===== src/rtl/wm_pkg.sv =====
// wm_pkg: shared types and defaults for the washing-machine front panel.
//   wm_state_e     - panel FSM state encoding
//   *_DEF          - default debounce length / launch timeout
//   IX_*           - slot of each raw panel input in the debouncer array
package wm_pkg;

  typedef enum logic [1:0] {
    IDLE   = 2'd0,
    LAUNCH = 2'd1,
    RUN    = 2'd2,
    FAULT  = 2'd3
  } wm_state_e;

  localparam int DB_CYCLES_DEF      = 4;
  localparam int LAUNCH_TIMEOUT_DEF = 8;

  localparam int NUM_IN    = 5;
  localparam int IX_START  = 0;
  localparam int IX_PAUSE  = 1;
  localparam int IX_DOUBLE = 2;
  localparam int IX_DRY    = 3;
  localparam int IX_DOOR   = 4;

endpackage


===== src/rtl/wm_debounce.sv =====
// wm_debounce: 2-flop synchroniser followed by a stability-count debouncer.
//   clk, rst  - clock, async active-high reset (level and pulse clear to 0)
//   raw_i     - asynchronous raw input
//   level_o   - debounced level; changes after DB_CYCLES consecutive
//               synchronised samples that differ from the current level
//   rise_o    - one-cycle pulse, registered with the 0->1 level change
// Press-to-pulse latency is 2 + DB_CYCLES cycles.
module wm_debounce
  import wm_pkg::*;
#(
  parameter int DB_CYCLES = DB_CYCLES_DEF
) (
  input  logic clk,
  input  logic rst,
  input  logic raw_i,
  output logic level_o,
  output logic rise_o
);

  // Counter only has to reach DB_CYCLES-1.
  localparam int CW = (DB_CYCLES > 1) ? $clog2(DB_CYCLES) : 1;

  logic          sync1_q, sync2_q;
  logic          level_q, rise_q;
  logic [CW-1:0] cnt_q;

  always_ff @(posedge clk or posedge rst) begin
    if (rst) begin
      sync1_q <= 1'b0;
      sync2_q <= 1'b0;
      level_q <= 1'b0;
      rise_q  <= 1'b0;
      cnt_q   <= '0;
    end else begin
      sync1_q <= raw_i;
      sync2_q <= sync1_q;
      rise_q  <= 1'b0;
      // Any sample equal to the current level restarts the count, so a
      // glitch shorter than DB_CYCLES never reaches the output.
      if (sync2_q == level_q) begin
        cnt_q <= '0;
      end else if (cnt_q == CW'(DB_CYCLES - 1)) begin
        level_q <= sync2_q;
        rise_q  <= sync2_q;
        cnt_q   <= '0;
      end else begin
        cnt_q <= cnt_q + 1'b1;
      end
    end
  end

  assign level_o = level_q;
  assign rise_o  = rise_q;

endmodule


===== src/rtl/wm_control_panel.sv =====
// wm_control_panel: front-panel controller for the washing-machine FSM.
//   clk, rst            - system clock, async active-high reset
//   btn_start/btn_pause - raw push-buttons (debounced, rise-triggered)
//   sw_double/sw_dry    - raw option switches, latched at launch
//   door_closed         - raw door sensor, 1 = closed
//   done                - machine idle/available (same clock domain)
//   start               - start request, held until done falls
//   double_wash/dry_wash- options latched for the duration of a run
//   time_pause          - pause request (pause latch or door open)
//   door_lock           - door solenoid, 1 = locked
//   cycle_done          - one-cycle pulse at run completion
//   fault               - machine did not acknowledge start in time
// All outputs are registered.
module wm_control_panel
  import wm_pkg::*;
#(
  parameter int DB_CYCLES      = DB_CYCLES_DEF,
  parameter int LAUNCH_TIMEOUT = LAUNCH_TIMEOUT_DEF
) (
  input  logic clk,
  input  logic rst,
  input  logic btn_start,
  input  logic btn_pause,
  input  logic sw_double,
  input  logic sw_dry,
  input  logic door_closed,
  input  logic done,
  output logic start,
  output logic double_wash,
  output logic dry_wash,
  output logic time_pause,
  output logic door_lock,
  output logic cycle_done,
  output logic fault
);

  localparam int TW = $clog2(LAUNCH_TIMEOUT + 1);

  // ---- input conditioning ----
  logic [NUM_IN-1:0] raw_vec, lvl, rise;

  always_comb begin
    raw_vec            = '0;
    raw_vec[IX_START]  = btn_start;
    raw_vec[IX_PAUSE]  = btn_pause;
    raw_vec[IX_DOUBLE] = sw_double;
    raw_vec[IX_DRY]    = sw_dry;
    raw_vec[IX_DOOR]   = door_closed;
  end

  for (genvar g = 0; g < NUM_IN; g++) begin : g_db
    wm_debounce #(.DB_CYCLES(DB_CYCLES)) u_db (
      .clk    (clk),
      .rst    (rst),
      .raw_i  (raw_vec[g]),
      .level_o(lvl[g]),
      .rise_o (rise[g])
    );
  end

  logic start_rise, pause_rise, dbl_db, dry_db, door_db;
  assign start_rise = rise[IX_START];
  assign pause_rise = rise[IX_PAUSE];
  assign dbl_db     = lvl[IX_DOUBLE];
  assign dry_db     = lvl[IX_DRY];
  assign door_db    = lvl[IX_DOOR];

  // Buttons are edge-only, switches/door are level-only.
  logic unused_db;
  assign unused_db = &{lvl[IX_START], lvl[IX_PAUSE],
                       rise[IX_DOUBLE], rise[IX_DRY], rise[IX_DOOR]};

  // ---- FSM ----
  wm_state_e     state_q;
  logic [TW-1:0] timer_q, timer_d;
  logic          pause_q, pause_d;
  logic          start_q, dbl_q, dry_q, tpause_q, lock_q, cdone_q, fault_q;

  // Saturating launch timer.
  assign timer_d = (timer_q == TW'(LAUNCH_TIMEOUT)) ? timer_q : timer_q + 1'b1;
  assign pause_d = pause_q ^ pause_rise;

  always_ff @(posedge clk or posedge rst) begin
    if (rst) begin
      state_q  <= IDLE;
      timer_q  <= '0;
      pause_q  <= 1'b0;
      start_q  <= 1'b0;
      dbl_q    <= 1'b0;
      dry_q    <= 1'b0;
      tpause_q <= 1'b0;
      lock_q   <= 1'b0;
      cdone_q  <= 1'b0;
      fault_q  <= 1'b0;
    end else begin
      cdone_q <= 1'b0;
      case (state_q)
        IDLE: begin
          if (start_rise && door_db && done) begin
            state_q <= LAUNCH;
            start_q <= 1'b1;
            lock_q  <= 1'b1;
            dbl_q   <= dbl_db;
            dry_q   <= dry_db;
            pause_q <= 1'b0;
            timer_q <= '0;
          end
        end
        LAUNCH: begin
          timer_q <= timer_d;
          // Acknowledge takes priority over a coincident timeout.
          if (!done) begin
            state_q  <= RUN;
            start_q  <= 1'b0;
            tpause_q <= ~door_db;
          end else if (timer_d == TW'(LAUNCH_TIMEOUT)) begin
            state_q <= FAULT;
            start_q <= 1'b0;
            fault_q <= 1'b1;
            lock_q  <= 1'b0;
            dbl_q   <= 1'b0;
            dry_q   <= 1'b0;
          end
        end
        RUN: begin
          if (done) begin
            // Completion wins over a coincident pause press.
            state_q  <= IDLE;
            cdone_q  <= 1'b1;
            pause_q  <= 1'b0;
            tpause_q <= 1'b0;
            lock_q   <= 1'b0;
            dbl_q    <= 1'b0;
            dry_q    <= 1'b0;
          end else begin
            pause_q  <= pause_d;
            // An open door forces a pause without touching the latch.
            tpause_q <= pause_d | ~door_db;
          end
        end
        FAULT: begin
          // This press only acknowledges the fault; a new press launches.
          if (start_rise) begin
            state_q <= IDLE;
            fault_q <= 1'b0;
          end
        end
        default: state_q <= IDLE;
      endcase
    end
  end

  assign start       = start_q;
  assign double_wash = dbl_q;
  assign dry_wash    = dry_q;
  assign time_pause  = tpause_q;
  assign door_lock   = lock_q;
  assign cycle_done  = cdone_q;
  assign fault       = fault_q;

endmodule


===== config.mk =====
export PLATFORM = sky130hd
export DESIGN_NAME = wm_control_panel
export DESIGN_NICKNAME = d
export VERILOG_FILES = /design/src/rtl/wm_pkg.sv /design/src/rtl/wm_debounce.sv /design/src/rtl/wm_control_panel.sv
export SDC_FILE = /design/constraint.sdc
export NUM_CORES = 1
export LEC_CHECK = 0
export ABC_AREA = 1
export ABC_CLOCK_PERIOD_IN_PS = 2900
export BUFFER_PORTS_ARGS = -buffer_cell sky130_fd_sc_hd__buf_2
export CAP_MARGIN = 10
export CORE_UTILIZATION = 63
export CTS_CLUSTER_DIAMETER = 60
export DETAILED_ROUTE_END_ITERATION = 8
export GPL_ROUTABILITY_DRIVEN = 0
export MAX_ROUTING_LAYER = met4
export PLACE_DENSITY_LB_ADDON = 0.08
export SYNTH_ARGS = -nofsm -noshare
export SYNTH_HDL_FRONTEND = slang
export SYNTH_HIERARCHICAL = 1
export SYNTH_SLANG_ARGS = --single-unit

===== constraint.sdc =====
create_clock -name clk -period 2.9 [get_ports clk]
set_input_delay 0.29 -clock clk [delete_from_list [all_inputs] [get_ports clk]]
set_output_delay 0.29 -clock clk [all_outputs]
set_load 0.03 [all_outputs]

==> impl_metrics.env <==
export IMPL_power_switching_uw=885
export IMPL_antenna_cells=0
export IMPL_cp_cell_sequence="inv_1, ha_1, nor2_1, a21oi_1, nand2_1, nand2_1, nand2_1"
export IMPL_min_path_type="input port to flop"
export IMPL_final_setup_viol_count=0
export IMPL_slowest_stage="dfrtp_1"
export IMPL_clock_sinks=41
export IMPL_seq_power_share_pct=40.3
export IMPL_path_class="flop to flop"
export IMPL_path_depth=7
export IMPL_yosysWarnings=6
export IMPL_maxCapViolCount=0
export IMPL_slew_viol_final=0
export IMPL_layout_nets=240
export IMPL_max_slew_margin_rel_pct=64.7
export IMPL_area_growth_pct=10.4
export IMPL_leakagePower_uw=0.00112
export IMPL_htreeDepth=2
export IMPL_syn_avg_cell_area_um2=9.43
export IMPL_fin_skew_ns=0.00916
export IMPL_die_y_um=56.7
export IMPL_grt_usage_pct=21.7
export IMPL_hold_viol_final=0
export IMPL_rows=19
export IMPL_die_area_mm2=0.00322
export IMPL_ant_nets=0
export IMPL_routed_wl_um=2980
export IMPL_cp_max_fo=10
export IMPL_fin_util_pct=74.2
export IMPL_grt_pass1_vias=1268
export IMPL_vias_per_cell=5.19
export IMPL_hpwl_um=2330
export IMPL_p_comb_share_pct=42.5
export IMPL_final_common_cell="nand2_1"
export IMPL_path_delay_family="flip-flops"
export IMPL_powerDensity_mw_per_mm2=1030
export IMPL_antenna_found_initial=0
export IMPL_rsz0062_at_grt="no"
export IMPL_p_sw_share_pct=41.3
export IMPL_violations="design-rule violations"
export IMPL_r2r_slack_ns=1.21
export IMPL_numCtsBuffers=5
export IMPL_clock_fmax_mhz=593
export IMPL_crit_top_cell="nand2_1"
export IMPL_max_stage_delay_ns=0.43
export IMPL_startpoint="state_q[1]"
export IMPL_io_buffers=14
export IMPL_outcome="complete, but fails checks"
export IMPL_fp_coreArea_mm2=0.00281
export IMPL_crit_required_ns=3.16
export IMPL_netlist_area_mm2=0.00189
export IMPL_drc=2
export IMPL_fin_crit_ns=1.69
export IMPL_worst_path_buf_inv=1
export IMPL_cts_clk_slew_worst_paths_ns=0.12
export IMPL_synth_nets=219
export IMPL_tightest_slew_ns=0.529
export IMPL_worst_r2r_endpoint="start"
export IMPL_ir_worst_vdd_mv=0.765
export IMPL_grt_start_max_net_pins=15
export IMPL_period_share_pct=58.2
export IMPL_cts_resized=0
export IMPL_final_cell_mix="46 x nand2_1, 41 x dfrtp_1, 34 x inv_1, 14 x buf_2, 13 x nor2_1"
export IMPL_num_vias=1314
export IMPL_io_pins=15
export IMPL_grt_ovfl_total=0
export IMPL_start_kind="flop"
export IMPL_reg2reg_from="state_q[1]"
export IMPL_clockPowerShare_pct=17.2
export IMPL_p_int_uw=1260
export IMPL_setup_tns_final_ns=0
export IMPL_die_w_um=56.7
export IMPL_cts_buffer_depth=2
export IMPL_ctsRootBufferMaster="clkbuf_4"
export IMPL_detail_route_first_pass_iterations=6
export IMPL_endpoint_kind="flop"
export IMPL_start_util_pct=67.2
export IMPL_wl_per_cell_um=11.8
export IMPL_critPathArrivalTime_ns=1.94
export IMPL_cp_endpoint="start"
export IMPL_synthesis_instances=200
export IMPL_postCtsSetupRepairBufs=0
export IMPL_grt_pass1_wl_um=5070
export IMPL_tritoncts="built"
export IMPL_drt_iter0_markers=54
export IMPL_drive_gt1_share_pct=18.9
export IMPL_clk_latency_ns=0.35
export IMPL_ff2ff_path_depth=7
## power groups by stage
stage / Clock, uW / Combinational (uW) / Sequential [uW]
5_1_grt: 393 / 1030 / 885
3_3_place_gp: 0 / 864 / 861
6_report: 368 / 909 / 863
3_5_place_dp: 0 / 906 / 877
4_1_cts: 378 / 914 / 864
2_1_floorplan: 0 / 656 / 930
## state kept, by name (all words and copies together), names as in the netlist
signal and cells:
cycle_done 1, door_lock 1, double_wash 1, dry_wash 1, fault 1, g_db.u_db/cnt_q 10
g_db.u_db/level_o 5, g_db.u_db/rise_o 2, g_db.u_db/sync1_q 5, g_db.u_db/sync2_q 5, pause_q 1, start 1
state_q 2, time_pause 1, timer_q 4
## worst register-to-register path, cell delays in order, from the launching register on
cell     delay, ns
dfrtp_1       0.43
inv_1         0.09
ha_1          0.41
nor2_1        0.09
a21oi_1       0.36
nand2_1       0.10
nand2_1       0.07
nand2_1       0.04
## per-layer routing
layer	up-vias	routed length, um	global-route usage, %
li1	661	-	-
met1	609	1200	24.1
met2	35	1570	36.6
met3	9	143	5.99
met4	0	57	9.64
met5	-	0	-
## stage by stage
step	std cells	setup slack [ns]	total power, uW	area, um^2	hold slack (ns)
detailed placement	244	1.26	1780	1990	0.249
finish	253	1.21	2140	2080	0.0384
CTS	253	1.23	2160	2080	0.0191
floorplan	200	1.51	1590	1890	0.0685
global placement	244	1.35	1720	1990	0.241
global route	253	1.09	2310	2080	0.0169
## timing repair
item                                   CTS  global route
setup endpoints to repair                0             0
hold buffers                             1             0
endpoints found under the hold margin   27             0
## area by class of cell
class | count | area [um^2]
Sequential cell | 41 | 1030
Fill cell | 211 | 724
Multi-Input combinational cell | 123 | 721
Inverter | 35 | 131
Timing Repair Buffer | 15 | 80.1
Clock inverter | 3 | 46.3
Tap cell | 31 | 38.8
Clock buffer | 5 | 37.5
## worst min-delay path by stage
| stage | depth (start not counted) | slack [ns] | startpoint | endpoint |
|---|---|---|---|---|
| floorplan | 1 | 0.07 | rst | g_db[2].u_db/cnt_q[0] |
| global placement | 2 | 0.24 | rst | g_db[2].u_db/level_o |
| detailed placement | 2 | 0.25 | rst | g_db[2].u_db/level_o |
| CTS | 1 | 0.02 | sw_dry | g_db[3].u_db/sync1_q |
| global route | 1 | 0.02 | btn_start | g_db[0].u_db/sync1_q |
| finish | 1 | 0.04 | sw_dry | g_db[3].u_db/sync1_q |
No activity file was read; power rests on OpenSTA's default activity.
